**src/rtl/skew_feeder_if.sv**
```systemverilog
// skew_feeder_if: vector load handshake and skewed lane outputs of the skew feeder.
interface skew_feeder_if #(parameter int N = 4, parameter int W = 8);
  logic           in_valid;
  logic           in_ready;
  logic [N*W-1:0] in_data;
  logic           clear_out;
  logic [N*W-1:0] lane_out;
  logic [N-1:0]   lane_valid;
  logic           done;
  modport master (output in_valid, in_data, input in_ready, clear_out, lane_out, lane_valid, done);
  modport slave  (input in_valid, in_data, output in_ready, clear_out, lane_out, lane_valid, done);
endinterface

```
**src/rtl/skew_feeder.sv**
```systemverilog
// skew_feeder: buffers K vectors of N words and drives them diagonally skewed onto an array edge.
module skew_feeder #(
    parameter int N = 4,
    parameter int W = 8,
    parameter int K = 4
) (
    input logic clock,
    input logic reset,
    skew_feeder_if.slave bus
);
    localparam int VW = $clog2(K + 1);
    localparam int TW = $clog2(K + N);
    localparam int AW = (K > 1) ? $clog2(K) : 1;

    typedef enum logic [1:0] {LOAD, CLEAR, STREAM, DONE} state_t;

    state_t         state, state_n;
    logic [VW-1:0]  vcnt, vcnt_n;
    logic [TW-1:0]  t, t_n;
    logic [N*W-1:0] mem [K];
    logic [N*W-1:0] lane_n;
    logic [N-1:0]   valid_n;

    assign bus.in_ready = state == LOAD;

    always_comb begin
        state_n = state;
        vcnt_n  = vcnt;
        t_n     = t;
        case (state)
            LOAD:
                if (bus.in_valid) begin
                    vcnt_n = vcnt + VW'(1);
                    if (vcnt == VW'(K - 1)) state_n = CLEAR;
                end
            CLEAR: begin
                state_n = STREAM;
                t_n     = '0;
            end
            STREAM:
                if (t == TW'(K + N - 2)) state_n = DONE;
                else t_n = t + TW'(1);
            DONE: begin
                state_n = LOAD;
                vcnt_n  = '0;
            end
            default: state_n = LOAD;
        endcase
    end

    // Lane i reads vector t-i, so only rows inside the K-wide window are ever selected.
    always_comb begin
        lane_n  = '0;
        valid_n = '0;
        for (int i = 0; i < N; i++)
            if (state_n == STREAM && int'(t_n) >= i && int'(t_n) < i + K) begin
                valid_n[i]         = 1'b1;
                lane_n[i*W +: W]   = mem[AW'(int'(t_n) - i)][i*W +: W];
            end
    end

    always_ff @(posedge clock)
        if (bus.in_ready && bus.in_valid) mem[AW'(vcnt)] <= bus.in_data;

    // Outputs are registered from the next state so they line up with the state being entered.
    always_ff @(posedge clock or posedge reset)
        if (reset) begin
            state          <= LOAD;
            vcnt           <= '0;
            t              <= '0;
            bus.clear_out  <= 1'b0;
            bus.done       <= 1'b0;
            bus.lane_out   <= '0;
            bus.lane_valid <= '0;
        end else begin
            state          <= state_n;
            vcnt           <= vcnt_n;
            t              <= t_n;
            bus.clear_out  <= state_n == CLEAR;
            bus.done       <= state_n == DONE;
            bus.lane_out   <= lane_n;
            bus.lane_valid <= valid_n;
        end
endmodule

```
**src/flat_wrapper.sv**
```systemverilog
// flat-port wrapper written by rule: the top's interface ports become plain ports
module skew_feeder_flat 
#(
    parameter int N = 4,
    parameter int W = 8,
    parameter int K = 4
)
  (clock, reset, bus_in_valid, bus_in_data, bus_in_ready, bus_clear_out, bus_lane_out, bus_lane_valid, bus_done);
  skew_feeder_if #(.N(N), .W(W)) bus_i ();
  input logic clock;
  input logic reset;
  input wire logic [$bits(bus_i.in_valid)-1:0] bus_in_valid;
  input wire logic [$bits(bus_i.in_data)-1:0] bus_in_data;
  output wire logic [$bits(bus_i.in_ready)-1:0] bus_in_ready;
  output wire logic [$bits(bus_i.clear_out)-1:0] bus_clear_out;
  output wire logic [$bits(bus_i.lane_out)-1:0] bus_lane_out;
  output wire logic [$bits(bus_i.lane_valid)-1:0] bus_lane_valid;
  output wire logic [$bits(bus_i.done)-1:0] bus_done;
  assign bus_i.in_valid = bus_in_valid;
  assign bus_i.in_data = bus_in_data;
  assign bus_in_ready = bus_i.in_ready;
  assign bus_clear_out = bus_i.clear_out;
  assign bus_lane_out = bus_i.lane_out;
  assign bus_lane_valid = bus_i.lane_valid;
  assign bus_done = bus_i.done;
  skew_feeder #(.N(N), .W(W), .K(K)) u_core (.clock(clock), .reset(reset), .bus(bus_i));
endmodule
```
**config.mk**
```make
export PLATFORM = sky130hd
export DESIGN_NAME = skew_feeder_flat
export DESIGN_NICKNAME = d
export VERILOG_FILES = /design/src/rtl/skew_feeder_if.sv /design/src/rtl/skew_feeder.sv /design/src/flat_wrapper.sv
export SDC_FILE = /design/constraint.sdc
export NUM_CORES = 1
export LEC_CHECK = 0
export CAP_MARGIN = 25
export CORE_UTILIZATION = 25
export DETAILED_ROUTE_END_ITERATION = 16
export GPL_ROUTABILITY_DRIVEN = 0
export GPL_TIMING_DRIVEN = 1
export PLACE_DENSITY = 0.4
export SYNTH_ARGS = -nofsm -noshare
export SYNTH_HDL_FRONTEND = slang
export SYNTH_SLANG_ARGS = --single-unit
```
**constraint.sdc**
```tcl
create_clock -name clock -period 2.97 [get_ports clock]
set_input_delay 0.7425 -clock clock [delete_from_list [all_inputs] [get_ports clock]]
set_output_delay 0.7425 -clock clock [all_outputs]
set_load 0.03 [all_outputs]
```
# Word level (Yosys, flattened, before mapping)
# Memories as Yosys holds them, arrays and structs flattened.
# Index checks and enable logic that the tools add are counted.
# totals
elab_cells	58
output_inout_bits	39
reg_bits	46
mem_bits_rw	128
memories	1
# classes
n_reduce_logical	11
eq_ne	9
magnitude_cmp	7
n_addsub	5
n_mux	18
# memory_table
name	depth	word_bits	rd	rd_clocked_by_memory_dff	wr	line	text
u_core.mem	4	32	4	0	1	skew_feeder.sv:20	logic [N*W-1:0] mem [K];
# op_table
cell	n
2-to-1 mux 8 bit	4
less-than comparator 3 bit (second input constant)	4
case mux 3 bit (2 select lines)	2
equality test 2 bit (second input constant)	4
logical AND 1 bit	8
case mux 2 bit (4 select lines)	1
adder 3 x 1 -> 3 bit (second input constant)	2
>= comparator 3 x 2 -> 1 bit (second input constant)	2
2-to-1 mux 1 bit	6
2-to-1 mux 2 bit	3
2-to-1 mux 3 bit	2
equality test 2 x 1 -> 1 bit (second input constant)	2
subtractor 2 bit (second input constant)	2
equality test 3 x 2 -> 1 bit (second input constant)	1
equality test 3 bit (second input constant)	1
>= comparator 3 x 1 -> 1 bit (second input constant)	1
zero test 2 bit	1
!= test 2 bit (second input constant)	1
AND reduction 2 bit	1
nonzero test 2 bit	1
subtractor 2 x 1 -> 2 bit (second input constant)	1

# Longest topological paths before layout
# Gate-level depths: netlist of the first run.
# depth
depth_word	8
ltp_mapped	14

# Worst setup path before layout of the first run
# Ideal clock, no wire load.
# synth_timing
path_kind	reg2reg
startpoint	reg u_core.state[0]
endpoint	reg u_core.bus.lane_out[24]
n_path_buf	4
required_ns	2.851
stages_incl_launch_ff	15
period_less_slack_ns	2.832
setup_ns	0.119
arrival_ns	2.713
path_slack_ns	0.138
cell_sequence	dfrtp_1 inv_1 ha_1 inv_1 o21ai_1 and2_4 buf_6 buf_6 buf_4 inv_1 ha_1 a31o_2 clkbuf_1 mux4_2 and2_1
# synth_via
word_cells_on_any_way	17
classes_between	add/sub (1); order compare (2); eq/ne (4); mux (6); reduce/logical (3); memory (1)
# synth_rtl
item	line	text
from (decl)	skew_feeder.sv:17	state_t state, state_n;
from (signal assigned)	skew_feeder.sv:76	state <= state_n;
equality test 2 bit (tied with other cells)	skew_feeder.sv:30	case (state)
case mux 2 bit (4 select lines) (*)	skew_feeder.sv:30	
named net u_core.state_n[1]	skew_feeder.sv:17	
equality test 2 bit (*)	skew_feeder.sv:56	if (state_n == STREAM && int'(t_n) >= i && int'(t_n) < i + K) begin
logical AND 1 bit (*) (2 in series)	skew_feeder.sv:56	
2-to-1 mux 8 bit (*)	skew_feeder.sv:56	
named net u_core.lane_n[24]	skew_feeder.sv:21	logic [N*W-1:0] lane_n;
to (signal assigned)	skew_feeder.sv:81	bus.lane_out <= lane_n;
to (decl)	skew_feeder_if.sv:11	modport slave (input in_valid, in_data, output in_ready, clear_out, lane_out, lane_valid, done);
# Mark *: on every way through the listed nets, which the timed path passes. The rest lies on a longest branch.
# A chain may end at the register's enable or synchronous reset.

# Worst setup path after layout of the first run
# layout_timing
startpoint	reg u_core.state[0]
endpoint	out bus_in_ready
# layout_via
elab_chain_cells	1
# layout_rtl
item	line	text
zero test 2 bit	skew_feeder.sv:24	assign bus.in_ready = state == LOAD;
to (decl)	flat_wrapper.sv:14	output wire logic [$bits(bus_i.in_ready)-1:0] bus_in_ready;
# Every way passes these cells.

==> results_dict.tcl, run 1 <==
set metrics [dict create \
    dr.pass1.iters 4 \
    clk_latency_ns 0.42 \
    coreArea_um2 25300 \
    worstReg2RegStart "u_core.state[1]" \
    setup_tns_ns 0 \
    fin_crit_ns 2.76 \
    yosys-top-cells-area "edfxtp_1 (59%), dfrtp_1 (18%), mux4_2 (5.5%)" \
    area_growth_pct 28.5 \
    drc 0 \
    drive_gt1_share_pct 16.8 \
    dpl_worst_slack_ns 0.209 \
    synth_edf_count 128 \
    overflow 0 \
    rsz0062_at_grt "no" \
    routed_wl_mm 14.1 \
    clkTransAtPathRegs_ns 0.07 \
    synth_seq_cells 174 \
    whs_ns 0.573 \
    ir_drop_mv 0.434 \
    dp.final_hpwl_mm 8.29 \
    min_path_type "register to register" \
    reg2reg_depth 9 \
    viasPerCell 4.27 \
    grt_usage_pct 11.3 \
    synth_common_cells "edfxtp_1 (128), dfrtp_1 (46), and2_1 (19)" \
    start_kind "register" \
    leakagePower_nw 3.10 \
    multi_input_area_um2 1360 \
    drtAntennaViolNets 0 \
    status "finished clean" \
    die_w_um 163 \
    fin_nets 481 \
    port-buffer-count 73 \
    syn-num-nets 387 \
    synthCells 340 \
    antenna_found_initial 0 \
    synthArstFlopShare_pct 26.4 \
    cts_made_buffers 17 \
    crit_path_max_fanout 11 \
    period_share_pct 93.0 \
    drv_cap 0 \
    synth_most_common_cell "edfxtp_1" \
    dr.first_iter.drc_count 172 \
    cp.arrival_ns 2.02 \
    hold_viol_final 0 \
    register_area_um2 4990 \
    worst-setup-path-type "register to primary output" \
    postCtsHoldBufs 0 \
    die-area_um2 26600 \
    hold_depth 2 \
    fin_util_pct 33.0 \
    grt_max_degree 47 \
    yosysTopAreaCell "edfxtp_1" \
    grt_pass1_vias 3596 \
    r2r_end "u_core.bus.lane_out[11]" \
    ios 74 \
    seq_area_frac_synth_pct 76.9 \
    cts_resized 0 \
    start_util_pct 25.7 \
    r2r_slack_ns 0.35 \
    fillers 2419 \
    synthFlopType "edfxtp_1" \
    grt_pass1_wl_mm 21.3 \
    fin_skew_ns 0.0111 \
    worstMarginPinSlew_ns 0.679 \
    clock_path_buffers 2 \
    finalSetupViolCount 0 \
    max_slew_margin_pct 54.5 \
    diodes 0 \
    synth_warnings 0 \
    cts_tree "yes" \
    syn_avg_cell_area_um2 19.1 \
    die_y_um 163 \
    cts-root-buf "clkbuf_16" \
    maxSlewViolCount 0 \
    numClockSinks 174 \
    vias 3320 \
    cts_setup_buffers 0 \
    hold_end "u_core.vcnt[2]" \
    synth.distinct_cells 36 \
    worstHoldStart "u_core.vcnt[2]" \
    fmax_mhz 362 \
    synth_area_um2 6500 \
    end_kind "primary output" \
    cp.required_ns 2.23 \
    cts-htree-levels 4 \
    setup_slack_ns 0.207 \
    detail_route.wl_per_cell_um 18.2 \
    synth_top_area_share_pct 59.2 \
    power.density_nw_per_um2 1110 \
    rows 58 \
]
layer usage:
layer	GRT usage [%]	up-vias	part of all wire [%]
li1	-	1524	-
met1	13.4	1734	43
met2	19.4	50	53
met3	2.95	12	2.9
met4	4.21	0	1.4
met5	0	-	0
placed cells by master, fill, tap and decap left out, types with 2 or more instances in the layout:
master | synthesis | layout
a21o_1 | 4 | 4
inv_2 | 1 | 2
nor2_1 | 4 | 4
edfxtp_1 | 128 | 128
clkinv_2 | 0 | 2
inv_1 | 15 | 14
mux2i_1 | 16 | 16
a211oi_1 | 16 | 16
buf_12 | 0 | 5
buf_4 | 2 | 10
a21oi_1 | 2 | 2
mux4_2 | 16 | 16
clkbuf_16 | 0 | 17
nand3b_1 | 3 | 3
ha_1 | 12 | 12
a221oi_1 | 17 | 17
nand3_1 | 3 | 3
dfrtp_1 | 46 | 46
inv_6 | 0 | 6
bufinv_16 | 0 | 3
and3_2 | 0 | 4
clkdlybuf4s50_1 | 0 | 73
a311oi_2 | 2 | 2
and2_1 | 19 | 19
nand2_1 | 6 | 6
how the worst max path moves through the flow:
stage	from	to	slack, ns	depth (start not counted)
6_report	u_core.state[0]	bus_in_ready	0.21	3
5_1_grt	u_core.state[0]	bus_in_ready	0.06	3
4_1_cts	u_core.state[0]	bus_in_ready	0.17	3
3_5_place_dp	bus_in_valid	u_core.bus.lane_out[0]	0.21	6
3_3_place_gp	bus_in_valid	u_core.bus.lane_out[0]	0.24	6
2_1_floorplan	u_core.state[0]	u_core.bus.lane_out[24]	0.14	14
worst max-delay path: stages (launching register included):
cell	delay, ns
dfrtp_1	0.38
inv_1	0.10
ha_1	0.37
clkdlybuf4s50_1	0.74
metrics by stage:
step	power, mW	cells	area (um2)
detailed placement	7.09	745	7740
global route	9.79	777	8350
finish	9.24	777	8350
floorplan	5.80	340	6500
global placement	7.06	745	7740
CTS	9.45	777	8350
logic make-up after synthesis:
| kind of cell | Yosys count | share of synthesized area (%) |
|---|---|---|
| buf+inv | 29 | 2.21 |
| simple gates | 42 | 3.72 |
| flops | 174 | 76.9 |
| fa+ha+maj | 12 | 2.31 |
| mux | 32 | 8.01 |
| xor+xnor | 1 | 0.250 |
| compound gates | 50 | 6.62 |
flip-flops by register name (all words and copies together), names as in the netlist:
signal	count
u_core.bus.done	1
u_core.state	2
u_core.bus.clear_out	1
u_core.t	3
u_core.mem	128
u_core.vcnt	3
u_core.bus.lane_out	32
u_core.bus.lane_valid	4
power breakdown:
part           switching (mW)  leakage (nW)  internal [mW]
registers               0.159          1.78           3.12
clock network           0.957         0.298           1.34
logic                    2.12          1.02           1.54
area by class of cell:
class / instances / share of cell area [%]
flip-flops and latches: 174 / 59.8
clock inverters: 14 / 2.16
multi-input cells: 137 / 16.3
inverters: 16 / 0.720
repair buffers: 88 / 10.9
clock buffers: 18 / 5.14
well taps: 330 / 4.95
No activity file was read; power rests on OpenSTA's default activity.
==> run 2, diff against run 1 <==
--- a/config.mk
+++ b/config.mk
@@ -10,7 +10,7 @@
 export DETAILED_ROUTE_END_ITERATION = 16
 export GPL_ROUTABILITY_DRIVEN = 0
 export GPL_TIMING_DRIVEN = 1
-export PLACE_DENSITY = 0.4
+export PLACE_DENSITY = 0.39
 export SYNTH_ARGS = -nofsm -noshare
 export SYNTH_HDL_FRONTEND = slang
 export SYNTH_SLANG_ARGS = --single-unit
==> constraint.sdc (replaced) <==
create_clock -name clock -period 2.86 [get_ports clock]
set_input_delay 0.715 -clock clock [delete_from_list [all_inputs] [get_ports clock]]
set_output_delay 0.715 -clock clock [all_outputs]
set_load 0.03 [all_outputs]
==> results_dict.tcl, run 2 (synthesis gave the netlist of run 1 again) <==
set metrics [dict create \
    cts-root-buf "clkbuf_16" \
    fmax_mhz 368 \
    hold_viol_final 0 \
    cp.arrival_ns 2.00 \
    start_util_pct 25.7 \
    largest_reg_flops 128 \
    drtAntennaViolNets 0 \
    cp_slowest_cell "clkdlybuf4s50_1" \
    grt_pass1_vias 3467 \
    total_power_mw 9.62 \
    diodes 0 \
    fin_skew_ns 0.00592 \
    clk_latency_ns 0.42 \
    min_path_type "register to register" \
    routed_wl_mm 13.7 \
    max_slew_margin_pct 48.1 \
    reg2reg_depth 9 \
    crit_path_max_fanout 11 \
    setup_tns_ns 0 \
    die-area_um2 26600 \
    cp.required_ns 2.14 \
    dp.final_hpwl_mm 8.04 \
    dr.first_iter.drc_count 147 \
    coreArea_um2 25300 \
    top_register "u_core.mem" \
    dr.pass1.iters 4 \
    power.density_nw_per_um2 1150 \
    die_w_um 163 \
    crit_cells 3 \
    worst-path-buf-inv 2 \
    leakagePower_nw 3.10 \
    clkTransAtPathRegs_ns 0.06 \
    cts_resized 0 \
    overflow 0 \
    die_y_um 163 \
    period_share_pct 95.0 \
    status "finished clean" \
    startpoint "u_core.state[0]" \
    worstReg2RegStart "u_core.state[0]" \
    drive_gt1_share_pct 16.2 \
    endpoint "bus_in_ready" \
    port-buffer-count 73 \
    numClockSinks 174 \
    ios 74 \
    start_kind "register" \
    fin_util_pct 33.0 \
    fin_crit_ns 2.72 \
    vias 3274 \
    end_kind "primary output" \
    worst-setup-path-type "register to primary output" \
    cts_tree "yes" \
    detail_route.wl_per_cell_um 17.7 \
    grt_max_degree 33 \
    drv_cap 0 \
    cts-htree-levels 4 \
    cts_setup_buffers 0 \
    layout_commonest_cell "edfxtp_1" \
    grt_pass1_wl_mm 20.7 \
    viasPerCell 4.22 \
    r2r_slack_ns 0.28 \
    drc 0 \
    slowest_delay_ns 0.75 \
    postCtsHoldBufs 0 \
    r2r_end "u_core.bus.lane_out[11]" \
    area_growth_pct 28.5 \
    finalSetupViolCount 0 \
    crit_path_cell_trace "inv_1 > ha_1 > clkdlybuf4s50_1" \
    ir_drop_mv 0.675 \
    clock_path_buffers 2 \
    rsz0062_at_grt "no" \
    fin_nets 479 \
    worstMarginPinSlew_ns 0.774 \
    grt_usage_pct 11.0 \
    cts_made_buffers 17 \
    critical-path-top-delay-family "buffers and inverters" \
    antenna_found_initial 0 \
    mostFrequentLayoutCells "edfxtp_1 (128), clkdlybuf4s50_1 (73), dfrtp_1 (46)" \
    maxSlewViolCount 0 \
    rows 58 \
    largestRegisters "u_core.mem: 128 flops, u_core.bus.lane_out: 32 flops, u_core.bus.lane_valid: 4 flops" \
]
-- run 2: cell count changes in the layout (fill, tap and decap cells not counted) --
cell / previous run / this run
buf_4: 10 / 8
bufinv_16: 3 / 4
clkbuf_1: 1 / 2
clkbuf_8: 0 / 1
clkinv_2: 2 / 3
clkinv_4: 1 / 0
inv_6: 6 / 2
inv_8: 1 / 2
-- run 2: report_power, final --
group / internal [mW] / total, mW / switching [mW]
combinational: 1.58 / 3.75 / 2.18
sequential: 3.24 / 3.40 / 0.157
clock: 1.50 / 2.46 / 0.963
total: 6.32 / 9.62 / 3.30
-- run 2: worst min-delay path by stage --
| stage | startpoint | end | cells past startpoint |
|---|---|---|---|
| 2_1_floorplan | u_core.vcnt[1] | u_core.vcnt[1] | 1 |
| 3_3_place_gp | u_core.vcnt[1] | u_core.vcnt[1] | 1 |
| 3_5_place_dp | u_core.vcnt[1] | u_core.vcnt[1] | 1 |
| 4_1_cts | u_core.vcnt[1] | u_core.vcnt[1] | 1 |
| 5_1_grt | u_core.vcnt[1] | u_core.vcnt[1] | 1 |
| 6_report | u_core.vcnt[1] | u_core.vcnt[1] | 1 |
-- run 2: area by class of cell --
cell class	count	area, um2
clock buffer	20	447
tap	330	413
multi-input combinational	137	1360
inverter	16	60.1
sequential	174	4990
timing repair buffer	86	891
fill	2416	17000
clock inverter	12	183
-- run 2: metal layers --
metal	wire, um	global-route usage [%]
met5	0	0
met4	179	4.21
met3	416	2.72
met2	7370	19.5
met1	5770	12.6
-- run 2: stage by stage --
step | instances | worst slack, ns | cell area (um2) | hold WS [ns]
6_report | 775 | 0.142 | 8350 | 0.560
5_1_grt | 775 | 0.0196 | 8350 | 0.567
3_5_place_dp | 743 | 0.155 | 7720 | 0.550
4_1_cts | 775 | 0.0998 | 8350 | 0.564
3_3_place_gp | 743 | 0.199 | 7720 | 0.551
2_1_floorplan | 340 | 0.0279 | 6500 | 0.516
==> run 3, diff against run 2 <==
--- a/config.mk
+++ b/config.mk
@@ -11,6 +11,7 @@
 export GPL_ROUTABILITY_DRIVEN = 0
 export GPL_TIMING_DRIVEN = 1
 export PLACE_DENSITY = 0.39
+export SETUP_SLACK_MARGIN = 0.15
 export SYNTH_ARGS = -nofsm -noshare
 export SYNTH_HDL_FRONTEND = slang
 export SYNTH_SLANG_ARGS = --single-unit
==> results_dict.tcl, run 3 (synthesis gave the netlist of run 1 again) <==
set metrics [dict create \
    ir_drop_mv 0.411 \
    end_kind "primary output" \
    crit_path_cell_trace "inv_1 > ha_4 > clkdlybuf4s50_1" \
    rows 58 \
    port-buffer-count 73 \
    grt_usage_pct 10.8 \
    clk_latency_ns 0.42 \
    grt_pass1_wl_mm 20.8 \
    period_share_pct 89.8 \
    die_w_um 163 \
    drive_gt1_share_pct 17.8 \
    die_y_um 163 \
    start_util_pct 25.7 \
    worst-setup-path-type "register to primary output" \
    slowest_delay_ns 0.70 \
    fillers 2424 \
    fmax_mhz 389 \
    top_register "u_core.mem" \
    dr.first_iter.drc_count 225 \
    maxSlewViolCount 0 \
    diodes 0 \
    fin_skew_ns 0.00744 \
    detail_route.wl_per_cell_um 17.4 \
    rsz0062_at_grt "no" \
    final_cell_area_um2 8390 \
    hold_viol_final 0 \
    max_slew_margin_pct 68.0 \
    fin_crit_ns 2.57 \
    cp_slowest_cell "clkdlybuf4s50_1" \
    largest_reg_flops 128 \
    drtAntennaViolNets 0 \
    ios 74 \
    largestRegisters "u_core.mem: 128 flops, u_core.bus.lane_out: 32 flops, u_core.bus.lane_valid: 4 flops" \
    fin_nets 484 \
    cts_tree "yes" \
    numClockSinks 174 \
    crit_path_max_fanout 11 \
    cts-root-buf "clkbuf_16" \
    clkTransAtPathRegs_ns 0.06 \
    dr.pass1.iters 4 \
    layout_commonest_cell "edfxtp_1" \
    dp.final_hpwl_mm 8.54 \
    setup_tns_ns 0 \
    clock_path_buffers 2 \
    status "finished clean" \
    grt_max_degree 47 \
    antenna_found_initial 1 \
    worstMarginPinSlew_ns 0.478 \
    start_kind "register" \
    routed_wl_mm 13.5 \
    cp.required_ns 2.14 \
    postCtsHoldBufs 0 \
    placed_cell_area_um2 7730 \
    coreArea_um2 25300 \
    grt_pass1_vias 3560 \
    finalSetupViolCount 0 \
    viasPerCell 4.25 \
    min_path_type "register to register" \
    drc 0 \
    mostFrequentLayoutCells "edfxtp_1 (128), clkdlybuf4s50_1 (73), dfrtp_1 (46)" \
    drv_cap 0 \
    cts_made_buffers 17 \
    cp.arrival_ns 1.85 \
    cts-htree-levels 4 \
    leakagePower_nw 3.11 \
    power.density_nw_per_um2 1160 \
    die-area_um2 26600 \
    overflow 0 \
    vias 3313 \
    area_growth_pct 29.1 \
]
-- run 3: cell count changes in the layout (fill, tap and decap cells not counted), moves of 2 or more --
cell	previous run	this run
buf_4	8	16
buf_12	5	2
clkinv_2	3	1
clkinv_4	0	2
ha_1	12	10
-- run 3: what timing repair did --
item | in CTS | in global routing
setup endpoints to repair | 0 | 17
buffers inserted | 0 | 1
gates resized for setup | 0 | 4
-- run 3: layout make-up --
cell class / count / area [um2] / area share, %
Multi-Input combinational cell: 137 / 1410 / 16.8
Tap cell: 330 / 413 / 4.92
Inverter: 16 / 60.1 / 0.716
Sequential cell: 174 / 4990 / 59.5
Clock buffer: 19 / 443 / 5.28
Timing Repair Buffer: 91 / 891 / 10.6
Clock inverter: 13 / 176 / 2.10
-- run 3: where the power goes --
| part | switching (mW) | internal [mW] |
|---|---|---|
| sequential | 0.151 | 3.24 |
| combinational | 2.22 | 1.68 |
| clock | 0.973 | 1.42 |
| total | 3.35 | 6.34 |
-- run 3: path summary, 6_finish.rpt --
check                                           to  depth (start not counted)            start  slack [ns]
max in group asynchronous   u_core.bus.lane_out[1]                          3            reset        1.96
max reg2reg                u_core.bus.lane_out[21]                          9      u_core.t[0]        0.34
min                                 u_core.vcnt[2]                          2   u_core.vcnt[2]        0.56
min in group asynchronous  u_core.bus.lane_out[26]                          3            reset        0.67
min reg2reg                         u_core.vcnt[2]                          2   u_core.vcnt[2]        0.56
max                                   bus_in_ready                          3  u_core.state[0]        0.29
-- run 3: metrics by stage --
step           util (%)  power, mW  cells  worst slack, ns  hold WS (ns)
5_1_grt            33.1       10.3    780            0.167         0.607
3_3_place_gp       30.5       7.32    747            0.203         0.552
3_5_place_dp       30.5       7.33    747            0.240         0.561
6_report           33.1       9.69    780            0.291         0.564
2_1_floorplan         -       6.08    340            0.162         0.516
4_1_cts            33.0       9.76    779            0.233         0.572
-- run 3: per-layer routing --
layer / up-vias / wire length, um / GRT usage, %
met5: - / 13 / 0
met4: 2 / 147 / 3.82
li1: 1524 / - / -
met3: 9 / 372 / 2.77
met2: 50 / 7080 / 18.4
met1: 1728 / 5920 / 13.2
-- run 3: worst max-delay path, delay by kind of cell (launching register included) --
kind       cells  cell delay, ns
fa+ha+maj      1            0.22
buf+inv        2            0.84
flops          1            0.38
